File: src/rtl/button_pkg.sv
// button_pkg: shared types and constants for the button conditioner.
//   debounce_state_t  : per-channel debounce FSM states (IDLE, COUNT)
//   DEF_STABLE_CYCLES : default stability window, 10 ms at 80 MHz
//   CLK_PERIOD_PS     : board clock period
package button_pkg;

    typedef enum logic {
        IDLE  = 1'b0,
        COUNT = 1'b1
    } debounce_state_t;

    localparam int unsigned DEF_STABLE_CYCLES = 800000;
    localparam int unsigned CLK_PERIOD_PS     = 12500;

endpackage

File: src/rtl/button_debounce_ch.sv
// button_debounce_ch: one button channel -- 2-flop synchronizer, debounce FSM
// with stability counter, registered level and optional rise/fall pulses.
// Optional feature macro: BUTTON_EDGE_EN (compiles in the rise/fall registers;
// otherwise o_rise/o_fall are constant 0).
// Ports:
//   clk     : clock
//   rst     : synchronous active-high reset
//   i_btn   : polarity-corrected asynchronous input, 1 = pressed
//   o_level : debounced level
//   o_rise  : one-cycle pulse on level 0->1
//   o_fall  : one-cycle pulse on level 1->0
module button_debounce_ch
    import button_pkg::*;
#(
    parameter int unsigned STABLE_CYCLES = DEF_STABLE_CYCLES
) (
    input  logic clk,
    input  logic rst,
    input  logic i_btn,
    output logic o_level,
    output logic o_rise,
    output logic o_fall
);

    localparam int unsigned CNT_W = $clog2(STABLE_CYCLES + 1);
    localparam logic [CNT_W-1:0] TERMINAL = CNT_W'(STABLE_CYCLES - 1);

    logic            r_s1;
    logic            r_s2;
    logic            r_level;
    logic [CNT_W-1:0] r_cnt;
    debounce_state_t r_state;

    debounce_state_t  w_next_state;
    logic [CNT_W-1:0] w_next_cnt;
    logic             w_toggle;

    // Synchronizer: two flops, cleared to "released" on reset.
    always_ff @(posedge clk) begin
        if (rst) begin
            r_s1 <= 1'b0;
            r_s2 <= 1'b0;
        end else begin
            r_s1 <= i_btn;
            r_s2 <= r_s1;
        end
    end

    // FSM, counter and level registers.
    always_ff @(posedge clk) begin
        if (rst) begin
            r_state <= IDLE;
            r_cnt   <= '0;
            r_level <= 1'b0;
        end else begin
            r_state <= w_next_state;
            r_cnt   <= w_next_cnt;
            r_level <= r_level ^ w_toggle;
        end
    end

    // Next state: every cycle with s2 != level counts; the STABLE_CYCLES-th
    // such consecutive cycle toggles level. Any agreeing cycle drops the count.
    always_comb begin
        w_next_state = r_state;
        w_next_cnt   = r_cnt;
        w_toggle     = 1'b0;
        case (r_state)
            IDLE: begin
                w_next_cnt = '0;
                if (r_s2 != r_level) begin
                    if (STABLE_CYCLES == 1) begin
                        w_toggle = 1'b1;
                    end else begin
                        w_next_cnt   = CNT_W'(1);
                        w_next_state = COUNT;
                    end
                end
            end
            COUNT: begin
                if (r_s2 == r_level) begin
                    w_next_cnt   = '0;
                    w_next_state = IDLE;
                end else if (r_cnt == TERMINAL) begin
                    w_toggle     = 1'b1;
                    w_next_cnt   = '0;
                    w_next_state = IDLE;
                end else begin
                    w_next_cnt = r_cnt + CNT_W'(1);
                end
            end
            default: begin
                w_next_cnt   = '0;
                w_next_state = IDLE;
            end
        endcase
    end

    assign o_level = r_level;

`ifdef BUTTON_EDGE_EN
    logic r_rise;
    logic r_fall;

    // Edge pulses register on the same edge that level changes.
    always_ff @(posedge clk) begin
        if (rst) begin
            r_rise <= 1'b0;
            r_fall <= 1'b0;
        end else begin
            r_rise <= w_toggle & ~r_level;
            r_fall <= w_toggle & r_level;
        end
    end

    assign o_rise = r_rise;
    assign o_fall = r_fall;
`else
    assign o_rise = 1'b0;
    assign o_fall = 1'b0;
`endif

endmodule

File: src/rtl/button_conditioner.sv
// button_conditioner: conditions WIDTH raw button pins into clean debounced
// levels with optional rise/fall pulses; one independent channel per pin.
// Optional feature macro: BUTTON_EDGE_EN (rise/fall logic; otherwise tied 0).
// Ports:
//   clk     : clock
//   rst     : synchronous active-high reset
//   btn_raw : asynchronous raw pins
//   level   : debounced level, 1 = pressed
//   rise    : one-cycle pulse on level 0->1
//   fall    : one-cycle pulse on level 1->0
module button_conditioner
    import button_pkg::*;
#(
    parameter int unsigned WIDTH         = 2,
    parameter int unsigned STABLE_CYCLES = DEF_STABLE_CYCLES,
    parameter bit          ACTIVE_LOW    = 1'b1
) (
    input  logic             clk,
    input  logic             rst,
    input  logic [WIDTH-1:0] btn_raw,
    output logic [WIDTH-1:0] level,
    output logic [WIDTH-1:0] rise,
    output logic [WIDTH-1:0] fall
);

    logic [WIDTH-1:0] w_btn;

    // Polarity correction ahead of the synchronizers.
    assign w_btn = ACTIVE_LOW ? ~btn_raw : btn_raw;

    for (genvar g = 0; g < int'(WIDTH); g++) begin : g_ch
        button_debounce_ch #(
            .STABLE_CYCLES(STABLE_CYCLES)
        ) u_ch (
            .clk    (clk),
            .rst    (rst),
            .i_btn  (w_btn[g]),
            .o_level(level[g]),
            .o_rise (rise[g]),
            .o_fall (fall[g])
        );
    end

endmodule

File: config.mk
export PLATFORM = sky130hd
export DESIGN_NAME = button_conditioner
export DESIGN_NICKNAME = d
export VERILOG_FILES = /design/src/rtl/button_pkg.sv /design/src/rtl/button_debounce_ch.sv /design/src/rtl/button_conditioner.sv
export SDC_FILE = /design/constraint.sdc
export NUM_CORES = 1
export LEC_CHECK = 0
export CORE_AREA = 2 2 77 79
export DETAILED_ROUTE_END_ITERATION = 8
export DIE_AREA = 0 0 79 81
export PLACE_DENSITY_LB_ADDON = 0.05
export SLEW_MARGIN = 20
export SYNTH_ARGS = -nofsm -noshare
export SYNTH_HDL_FRONTEND = slang
export SYNTH_SLANG_ARGS = --single-unit
File: constraint.sdc
create_clock -name clk -period 2 [get_ports clk]
set_input_delay 0.2 -clock clk [delete_from_list [all_inputs] [get_ports clk]]
set_output_delay 0.2 -clock clk [all_outputs]
set_load 0.05 [all_outputs]
After elaboration in Yosys (flattened, before gate mapping)
Cells that the tools add are included.
{ "totals": {"mem_count": 0, "latch_bits": 0, "mem_bits_ro": 0, "ramBits": 0, "inputBits": 4, "register_bits": 48} }
{ "classes": {"n_div": 0, "reduce_logical": 0, "addsub": 2, "n_bitwise": 5, "muxes": 22, "n_lt_le_gt_ge": 0, "shifts": 0, "n_mul": 0, "eq_ne": 6} }
{ "op_table": {"columns": ["op", "count"], "rows": [
  ["two-way mux 20 bit", 4],
  ["one-hot mux 20 bit (2 select lines)", 2],
  ["adder 20 x 1 -> 20 bit (second input constant)", 2],
  ["equality test 20 bit (second input constant)", 2],
  ["two-way mux 1 bit", 14],
  ["one-hot mux 1 bit (2 select lines)", 2],
  ["equality test 1 bit", 2],
  ["inequality test 1 bit", 2],
  ["inverter 1 bit", 2],
  ["inverter 2 bit", 1],
  ["XOR 1 bit", 2]
]} }

Logic depth before layout (Yosys ltp)
Gate-level depths: netlist of run 1.
{ "depth": {"ltp_word": 5, "depth_mapped": 7, "ltp_nobuf": 5} }

By module
Synthesis of run 1 repeated with hierarchy kept, for this count alone.
{ "hier_totals": {"hier_cells": 240, "area_unflattened_um2": 2157.1} }
{ "modules_own_cells": {"columns": ["module", "area_each_um2", "n_inst", "cells_each"], "rows": [
  ["button_debounce_ch", 1074.8, 2, 119],
  ["button_conditioner", 7.5, 1, 2]
]} }

Worst setup path before layout of run 1
Ideal clock, no wire load.
{ "synth_timing": {"path_type": "register to register", "from": "reg g_ch[0].u_ch.r_cnt[0]", "to": "reg g_ch[0].u_ch.r_cnt[10]", "path_slack_ps": 91, "path_buffers": 2, "arrival_time_ps": 1781, "path_stages_with_launch": 8, "cell_sequence": "dfxtp_1 -> ha_1 -> clkbuf_1 -> and3_1 -> nand2_1 -> o211ai_1 -> clkbuf_1 -> nor2_1"} }
{ "synth_via": {"elab_chain_len": 4, "elab_cells_between_ends": 5, "classes_between": "add/sub (1); eq/ne (1); mux (3)"} }
{ "synth_rtl": {"columns": ["element", "line", "source"], "rows": [
  ["from (decl)", "button_debounce_ch.sv:31", "logic [CNT_W-1:0] r_cnt;"],
  ["from (signal assigned)", "button_debounce_ch.sv:57", "r_cnt <= w_next_cnt;"],
  ["adder 20 x 1 -> 20 bit / equality test 20 bit (equally long branches)", "button_debounce_ch.sv:89, button_debounce_ch.sv:84", null],
  ["two-way mux 20 bit *", "button_debounce_ch.sv:84", "end else if (r_cnt == TERMINAL) begin"],
  ["two-way mux 20 bit *", "button_debounce_ch.sv:81", "if (r_s2 == r_level) begin"],
  ["one-hot mux 20 bit (2 select lines) *", "button_debounce_ch.sv:68", "case (r_state)"]
]} }
Mark *: on every way between the ends. The rest lies on a longest branch, timed or not.
A chain may end at the register's enable or synchronous reset.

Worst setup path after layout of run 1
{ "layout_timing": {"from": "reg g_ch[1].u_ch.r_cnt[1]", "to": "reg g_ch[1].u_ch.r_cnt[18]"} }
{ "layout_via": {"elab_chain_len": 4, "elab_cells_between_ends": 5, "classes_between": "add/sub (1); eq/ne (1); mux (3)"} }
{ "layout_rtl": {"columns": ["element", "line"], "rows": [
  ["from (decl)", "button_debounce_ch.sv:31"],
  ["from (signal assigned)", "button_debounce_ch.sv:57"],
  ["adder 20 x 1 -> 20 bit / equality test 20 bit (equally long branches)", "button_debounce_ch.sv:89, button_debounce_ch.sv:84"],
  ["two-way mux 20 bit *", "button_debounce_ch.sv:84"],
  ["two-way mux 20 bit *", "button_debounce_ch.sv:81"],
  ["one-hot mux 20 bit (2 select lines) *", "button_debounce_ch.sv:68"]
]} }
Marked as above.

==> results of run 1 <==
## worst min-delay path by stage
stage	endpoint	slack (ns)	start
after global placement	g_ch[0].u_ch.r_s2	0.42	g_ch[0].u_ch.r_s1
after global routing	g_ch[1].u_ch.r_s1	0.42	btn_raw[1]
after CTS	g_ch[1].u_ch.r_s1	0.39	btn_raw[1]
after floorplan	g_ch[1].u_ch.r_s1	0.27	btn_raw[1]
after detailed placement	g_ch[1].u_ch.r_s2	0.43	g_ch[1].u_ch.r_s1
final	g_ch[1].u_ch.r_s1	0.39	btn_raw[1]
## synth_stat cells (all sizes together) (3+ instances only)
cell    count  area, um2
nand4      11       83.8
and4        4       36.3
o21ai       6       30.0
nor4       10       62.6
nor3        7       35.0
nor4b       4       35.0
dfxtp      48        961
nor2       37        139
nand3      13       65.1
nor2b       3       18.8
inv         7       26.3
nand2      14       52.6
and3        5       31.3
xnor2      20        175
or3         4       25.0
mux2i       3       30.0
or4         3       22.5
clkbuf      5       18.8
xor2       10       87.6
buf         7       50.0
a21oi       7       35.0
## final cells by class
type                            count  area, um2  share of cell area, %
Multi-Input combinational cell    182       1120                   45.3
Sequential cell                    48        961                   38.7
Timing Repair Buffer               22        178                   7.16
Tap cell                           75       93.8                   3.78
Clock buffer                        5       68.8                   2.77
Clock inverter                      1       30.0                   1.21
Inverter                            7       26.3                   1.06
## repair_timing
action                     CTS  global route
resized for setup            0             1
setup endpoints to repair    0             1
hold endpoints to repair     0             0
## state kept, by name, indices dropped and copies added, names as in the netlist
| register | flops |
|---|---|
| g_ch.u_ch.r_state | 2 |
| g_ch.u_ch.r_cnt | 40 |
| g_ch.u_ch.r_s1 | 2 |
| g_ch.u_ch.r_s2 | 2 |
| g_ch.u_ch.o_level | 2 |
## power breakdown
part	internal [mW]	total [mW]	switching, mW
registers	0.961	0.964	0.00313
logic	0.0123	0.0377	0.0254
clock network	0.359	0.677	0.318
total	1.33	1.68	0.346
## cells by family (layout without fill, tap and decap cells)
kind of cell	count (synthesis)	after routing	share of synthesized area (%)
DFF	48	48	44.4
xor gates and xnor gates	30	30	12.1
buffers and inverters	19	35	4.39
and+or+nand+nor	122	122	30.4
muxes	3	3	1.39
other	1	4	0.173
AOI/OAI and AO/OA	21	21	5.95
adders and majority gates	2	2	1.16
## through the flow
step / utilization (%) / hold WS [ns] / setup slack (ns)
6_report: 43.7 / 0.392 / 0.124
5_1_grt: 43.7 / 0.424 / 0.00666
4_1_cts: 43.7 / 0.387 / 0.0832
3_5_place_dp: 41.9 / 0.426 / 0.112
3_3_place_gp: 41.9 / 0.420 / 0.173
2_1_floorplan: - / 0.267 / 0.0910
## routing by layer
layer / vias to the layer above / track usage [%] / part of all wire, %
met5: - / 0 / 0
met4: 0 / 5.17 / 1.3
met3: 6 / 4.00 / 2.3
met2: 13 / 25.5 / 50
met1: 808 / 16.5 / 46
li1: 888 / - / -
==> results.yml, run 1 <==
run_status:
  outcome: "finished clean"
synthesis:
  synth.avg_cell_area_um2: 8.80
  async_reset_ff_share_pct: 0
  synth_flop_cell: "dfxtp_1"
  synth_seq_cells: 48
  synth_edf_count: 0
  syn_inst: 246
  netlist_area_um2: 2170
  ys_seq_area_share_pct: 44.4
  synth.distinct_cells: 38
  ys_warn_count: 0
cells_and_area:
  final_area_um2: 2480
  fillers: 575
  diodes: 0
  final_common_cell: "dfxtp_1"
  stdcell_count: 340
  drive_gt1_share_pct: 9.81
  syn_to_final_growth_pct: 14.6
  layout_common_cells: "dfxtp_1, nor2_1, xnor2_1"
  nNetsFinal: 272
setup_path:
  arrival_ns: 2.11
  reg2reg_to: "g_ch[1].u_ch.r_cnt[18]"
  critPathCapture: "g_ch[1].u_ch.r_cnt[18]"
  cp_max_fo: 4
  setup.worst_path.class: "reg2reg"
  timing.critical_path.cells: "ha_1, nand4_1, or4_4, or3_1, a21oi_1"
  reg2reg_from: "g_ch[1].u_ch.r_cnt[1]"
  reg2reg_slack_ns: 0.12
  slowest_stage: "or4_4"
  crit_start: "g_ch[1].u_ch.r_cnt[1]"
  critPathRequiredTime_ns: 2.23
  cp-end-kind: "register"
  path_delay_family: "simple AND/OR/NAND/NOR gates"
  worst_r2r_path_depth: 5
  cp_num_cells: 5
  start_kind: "register"
  cp_num_buf_inv: 0
  critPathMaxStageDelay_ns: 0.57
sta:
  tightestPinTransition_ns: 0.498
  setup-violations-final: 0
  fin_crit_sh_pct: 93.8
  period_minus_slack_ns: 1.88
  fmaxAchievable_mhz: 533
  final_hold_viol_count: 0
  finClkSkew_ns: 0.00398
  slew_violations: 0
  rsz0062_at_grt: "false"
  slew_headroom_pct: 66.7
  fin_tns_setup_ns: 0
drt:
  ant_nets: 0
  via_count: 1715
  first_iter_violations: 66
  first_pass_iters: 4
  drt-total-wl_um: 4250
  detail_route.wl_per_cell_um: 12.5
  viasPerCell: 5.04
  drc: 0
min_path:
  hp-class: "in2reg"
  hold_depth: 2
run:
  maxCapViolCount: 0
clock_tree:
  clock_latency_ns: 0.30
  cts_root_buf: "clkbuf_8"
  cts_tree: "built"
  cts-buffers-inserted: 5
  clock_path_buffers: 2
  hold_buffers: 0
  clock_sinks: 48
  cts_htree_levels: 2
  post-cts-setup-buffer-count: 0
  clk_pin_slew_ns: 0.09
grt:
  grt-ovfl-total: 0
  grt_first_pass_wirelength_um: 7150
  grt_pass1_vias: 1563
  antenna_found_initial: 0
  grt_max_degree: 18
  grt_use_total_pct: 14.4
place:
  dpl.hpwl_um: 3080
  gp_congestion: 0.747
  port_buffers: 5
  dp.cells: 334
  place_area_um2: 2380
power:
  power.leakage_nw: 0.768
  finalPower_mw: 1.68
  ir_worst_vdd_v: 0.000283
  powerDensity_nw_per_um2: 676
floorplanning:
  die_y_um: 81
  num_rows: 28
  ioPinCount: 10
  design.die.area_um2: 6400
  core_area_um2: 5680
  floorplan.initialDensity_pct: 38.2
  die_width_um: 79
Power figures use the tool's default switching activity.
==> inputs of run 2 (changes only) <==
--- a/config.mk
+++ b/config.mk
@@ -5,9 +5,9 @@
 export SDC_FILE = /design/constraint.sdc
 export NUM_CORES = 1
 export LEC_CHECK = 0
-export CORE_AREA = 2 2 77 79
+export CORE_AREA = 4 4 79 81
 export DETAILED_ROUTE_END_ITERATION = 8
-export DIE_AREA = 0 0 79 81
+export DIE_AREA = 0 0 83 85
 export PLACE_DENSITY_LB_ADDON = 0.05
 export SLEW_MARGIN = 20
 export SYNTH_ARGS = -nofsm -noshare
==> run 2 against run 1 <==
  * Final area is 1.2% lower
  * Critical endpoint unchanged
  * Via count is 0.12% lower
  * Die area is 10% higher
  * Combinational power is 5% lower
  * Sequential share of layout area is 0.45 points higher
==> results.yml, run 2 (synthesized netlist as in run 1, its figures left out) <==
run_status:
  outcome: "finished clean"
drt:
  first_iter_violations: 88
  via_count: 1713
  ant_nets: 0
  drc: 0
  viasPerCell: 5.07
  first_pass_iters: 4
  drt-total-wl_um: 4260
  detail_route.wl_per_cell_um: 12.6
cells_and_area:
  diodes: 0
  syn_to_final_growth_pct: 13.3
  multiInputGateArea_um2: 1120
  nNetsFinal: 272
  final_common_cell: "dfxtp_1"
  final_util_pct: 44.8
  regMostFlops: "g_ch.u_ch.r_cnt"
  ff_latch_area_um2: 961
  stdcell_count: 338
  largest_reg_flops: 40
  layout_common_cells: "dfxtp_1, nor2_1, xnor2_1"
  drive_gt1_share_pct: 9.40
  fillers: 574
  final_area_um2: 2450
floorplanning:
  die_width_um: 83
  core_area_um2: 5470
  ioPinCount: 10
  num_rows: 27
  die_y_um: 85
  floorplan.initialDensity_pct: 39.6
  design.die.area_um2: 7060
setup_path:
  cp-end-kind: "register"
  setup.worst_path.class: "reg2reg"
  start_kind: "register"
  critPathRequiredTime_ns: 2.23
  arrival_ns: 2.08
  reg2reg_slack_ns: 0.16
  crit_start: "g_ch[1].u_ch.r_cnt[0]"
  cp_max_fo: 5
  reg2reg_from: "g_ch[1].u_ch.r_cnt[0]"
clock_tree:
  clock_sinks: 48
  cts_htree_levels: 2
  cts_root_buf: "clkbuf_8"
  cts_tree: "built"
  clock_path_buffers: 2
  post-cts-setup-buffer-count: 0
  cts-buffers-inserted: 5
  hold_buffers: 0
  cts.repair.resized: 0
  clk_pin_slew_ns: 0.08
  clock_latency_ns: 0.30
place:
  place_area_um2: 2380
  dpl.hpwl_um: 3070
  port_buffers: 5
  gp_congestion: 0.768
  dp.cells: 331
sta:
  rsz0062_at_grt: "false"
  tightestPinTransition_ns: 0.502
  fin_crit_sh_pct: 92.1
  finClkSkew_ns: 0.00495
  setup-violations-final: 0
  final_hold_viol_count: 0
  fin_tns_setup_ns: 0
  fmaxAchievable_mhz: 543
  slew_headroom_pct: 66.4
  period_minus_slack_ns: 1.84
  slew_violations: 0
power:
  switching_share_pct: 21.7
  internal-power_mw: 1.21
  powerDensity_nw_per_um2: 630
  clkPwrFrac_pct: 35.4
  finalPower_mw: 1.55
  power.leakage_nw: 0.755
  ir_worst_vdd_v: 0.000340
  p_comb_share_pct: 2.3
  switchingPower_uw: 336
  seqPwrFrac_pct: 62.3
grt:
  grt_max_degree: 18
  grt_pass1_vias: 1617
  grt_first_pass_wirelength_um: 7510
  grt_use_total_pct: 13.0
  grt-ovfl-total: 0
  antenna_found_initial: 0
run:
  maxCapViolCount: 0
min_path:
  worstHoldStart: "btn_raw[1]"
  hp-class: "in2reg"
-- run 2: changes by cell type in the layout (fill, tap and decap cells not counted), sizes merged --
cell | previous run | this run
clkbuf | 5 | 6
clkinv | 0 | 1
bufinv | 1 | 0
-- run 2: worst max-delay path, cell delays in order (launching register included) --
cell	delay [ns]
dfxtp_1	0.39
ha_1	0.18
nand4_1	0.13
or4_1	0.58
or3_1	0.37
a21oi_1	0.14
-- run 2: area by class of cell --
class                           count  share of cell area, %
Clock buffer                        6                   2.96
Clock inverter                      1                  0.204
Inverter                            7                   1.07
Multi-Input combinational cell    182                   45.7
Sequential cell                    48                   39.2
Tap cell                           72                   3.67
Timing Repair Buffer               22                   7.24
-- run 2: path summary, 6_finish.rpt --
kind	endpoint	depth (start not counted)
setup / recovery	g_ch[1].u_ch.r_cnt[18]	5
setup reg to reg	g_ch[1].u_ch.r_cnt[18]	5
hold reg to reg	g_ch[0].u_ch.r_s2	1
hold / removal	g_ch[1].u_ch.r_s1	2
-- run 2: through the flow --
stage,setup WS (ns),hold WS (ns)
after floorplan,0.0910,0.267
after global placement,0.214,0.419
after detailed placement,0.164,0.430
after CTS,0.147,0.406
after global routing,0.00672,0.428
final,0.158,0.412
-- run 2: power groups by stage --
stage                     clock, mW  sequential (mW)  combinational (mW)
after floorplan                   0            0.986              0.0330
after global placement            0            0.987              0.0363
after detailed placement          0            0.987              0.0363
after CTS                     0.581            0.964              0.0364
after global routing          0.627            0.965              0.0391
final                         0.547            0.964              0.0360
-- run 2: routing by layer --
metal	part of all wire, %	GRT usage (%)
met4	2.1	5.20
met3	4.1	3.79
met5	0	0
met2	40	18.7
met1	54	18.3
==> inputs of run 3 (changes only) <==
--- a/config.mk
+++ b/config.mk
@@ -9,7 +9,7 @@
 export DETAILED_ROUTE_END_ITERATION = 8
 export DIE_AREA = 0 0 83 85
 export PLACE_DENSITY_LB_ADDON = 0.05
-export SLEW_MARGIN = 20
+export SLEW_MARGIN = 30
 export SYNTH_ARGS = -nofsm -noshare
 export SYNTH_HDL_FRONTEND = slang
 export SYNTH_SLANG_ARGS = --single-unit
==> constraint.sdc (replaced) <==
create_clock -name clk -period 2.2 [get_ports clk]
set_input_delay 0.22 -clock clk [delete_from_list [all_inputs] [get_ports clk]]
set_output_delay 0.22 -clock clk [all_outputs]
set_load 0.05 [all_outputs]
==> run 3 against run 2 <==
  * Critical path depth is the same
  * Non-clock buffer count shrank 9
  * Sequential share of layout area grew 0.30 points
  * Total power grew 3.6%
  * Largest power group unchanged
  * Highest routed layer unchanged
==> results.yml, run 3 (synthesized netlist as in run 1, its figures left out) <==
sta:
  setup-violations-final: 0
  period_minus_slack_ns: 1.97
  rsz0062_at_grt: "false"
  fmaxAchievable_mhz: 506
  fin_tns_setup_ns: 0
  finClkSkew_ns: 0.00770
  tightestPinTransition_ns: 0.611
  slew_violations: 0
  fin_crit_sh_pct: 89.8
  worst_hold_slack_ns: 0.443
  final_hold_viol_count: 0
  slew_headroom_pct: 58.9
power:
  powerDensity_nw_per_um2: 658
  power.leakage_nw: 0.731
  ir_worst_vdd_v: 0.000289
drt:
  ant_nets: 0
  drc: 0
  detail_route.wl_per_cell_um: 12.4
  dr_wl_met2_um: 1560
  drt-total-wl_um: 4080
  first_iter_violations: 107
  via_count: 1663
  viasPerCell: 5.04
  top_layer: "met4"
  dr_wl_met3_um: 130
  first_pass_iters: 5
  wl_met1_um: 2330
run:
  maxCapViolCount: 0
cells_and_area:
  multiInputGateArea_um2: 1120
  ff_latch_area_um2: 961
  fillers: 557
  regMostFlops: "g_ch.u_ch.r_cnt"
  syn_to_final_growth_pct: 12.4
  largest_reg_flops: 40
  final_common_cell: "dfxtp_1"
  diodes: 0
  drive_gt1_share_pct: 6.98
  layout_common_cells: "dfxtp_1, nor2_1, xnor2_1"
  nNetsFinal: 263
grt:
  grt_pass1_vias: 1581
  grt_max_degree: 18
  grt_first_pass_wirelength_um: 7420
  antenna_found_initial: 0
  grt_use_total_pct: 12.6
  grt-ovfl-total: 0
setup_path:
  reg2reg_slack_ns: 0.23
  arrival_ns: 2.21
  worst_r2r_path_depth: 5
  reg2reg_to: "g_ch[1].u_ch.r_cnt[18]"
  cp-end-kind: "register"
  critPathRequiredTime_ns: 2.44
  cp_max_fo: 5
  setup.worst_path.class: "reg2reg"
  reg2reg_from: "g_ch[1].u_ch.r_cnt[0]"
  start_kind: "register"
clock_tree:
  clock_latency_ns: 0.30
  cts-buffers-inserted: 5
  cts.repair.resized: 0
  clock_sinks: 48
  clock_path_buffers: 2
  hold_buffers: 0
  cts_root_buf: "clkbuf_8"
  cts_htree_levels: 2
  post-cts-setup-buffer-count: 0
  cts_tree: "built"
  clk_pin_slew_ns: 0.09
min_path:
  min_to: "g_ch[1].u_ch.r_s1"
  worstHoldStart: "btn_raw[1]"
  hp-class: "in2reg"
  hold_depth: 2
floorplanning:
  design.die.area_um2: 7060
  core_area_um2: 5470
  floorplan.initialDensity_pct: 39.6
  ioPinCount: 10
  die_width_um: 83
  die_y_um: 85
  num_rows: 27
place:
  port_buffers: 5
  gp_congestion: 0.786
  dpl.hpwl_um: 2910
run_status:
  outcome: "finished clean"
-- run 3: cell types whose count changed in the layout (fill, tap and decap cells not counted), sizes merged --
cell / delta
buf: -9
clkinv: -1
bufinv: +1
clkbuf: +1
-- run 3: worst max path at each step --
stage / start / to / slack (ns) / cells after the start
CTS: g_ch[1].u_ch.r_cnt[0] / g_ch[1].u_ch.r_cnt[18] / 0.20 / 5
detailed placement: g_ch[1].u_ch.r_cnt[0] / g_ch[1].u_ch.r_cnt[18] / 0.23 / 5
finish: g_ch[1].u_ch.r_cnt[0] / g_ch[1].u_ch.r_cnt[18] / 0.23 / 5
floorplan: g_ch[0].u_ch.r_cnt[0] / g_ch[0].u_ch.r_cnt[10] / 0.29 / 7
global placement: g_ch[1].u_ch.r_cnt[0] / g_ch[1].u_ch.r_cnt[18] / 0.28 / 5
global route: g_ch[1].u_ch.r_cnt[0] / g_ch[1].u_ch.r_cnt[18] / 0.06 / 5
-- run 3: metal layers --
layer / vias to the layer above / GRT usage (%)
li1: 881 / -
met1: 753 / 19.1
met2: 23 / 17.3
met3: 6 / 3.20
met4: 0 / 4.01
met5: - / 0
-- run 3: power by group --
part | internal, mW | switching, mW | total [mW]
clock | 0.401 | 0.292 | 0.694
combinational | 0.0105 | 0.0223 | 0.0329
sequential | 0.873 | 0.00318 | 0.876
-- run 3: worst max-delay path, stage by stage, from the launching register on --
cell and delay [ns]:
dfxtp_1 0.39, ha_1 0.24, nand4_1 0.18, or4_1 0.60, or3_1 0.37, a21oi_1 0.14
-- run 3: area by class of cell --
class | instances | share of cell area (%)
multi-input cells | 182 | 46.0
flip-flops and latches | 48 | 39.5
repair buffers | 13 | 4.52
clock buffers | 7 | 3.96
well taps | 72 | 3.70
clock inverters | 1 | 1.23
inverters | 7 | 1.08
-- run 3: stage by stage --
stage / util (%) / std cells / total power [mW] / setup slack, ns / instance area (um2)
3_3_place_gp: 42.2 / 322 / 0.930 / 0.281 / 2310
2_1_floorplan: - / 249 / 0.926 / 0.291 / 2180
5_1_grt: 44.5 / 330 / 1.67 / 0.0563 / 2430
6_report: 44.5 / 330 / 1.60 / 0.225 / 2430
3_5_place_dp: 42.2 / 322 / 0.930 / 0.227 / 2310
4_1_cts: 44.5 / 330 / 1.63 / 0.203 / 2430
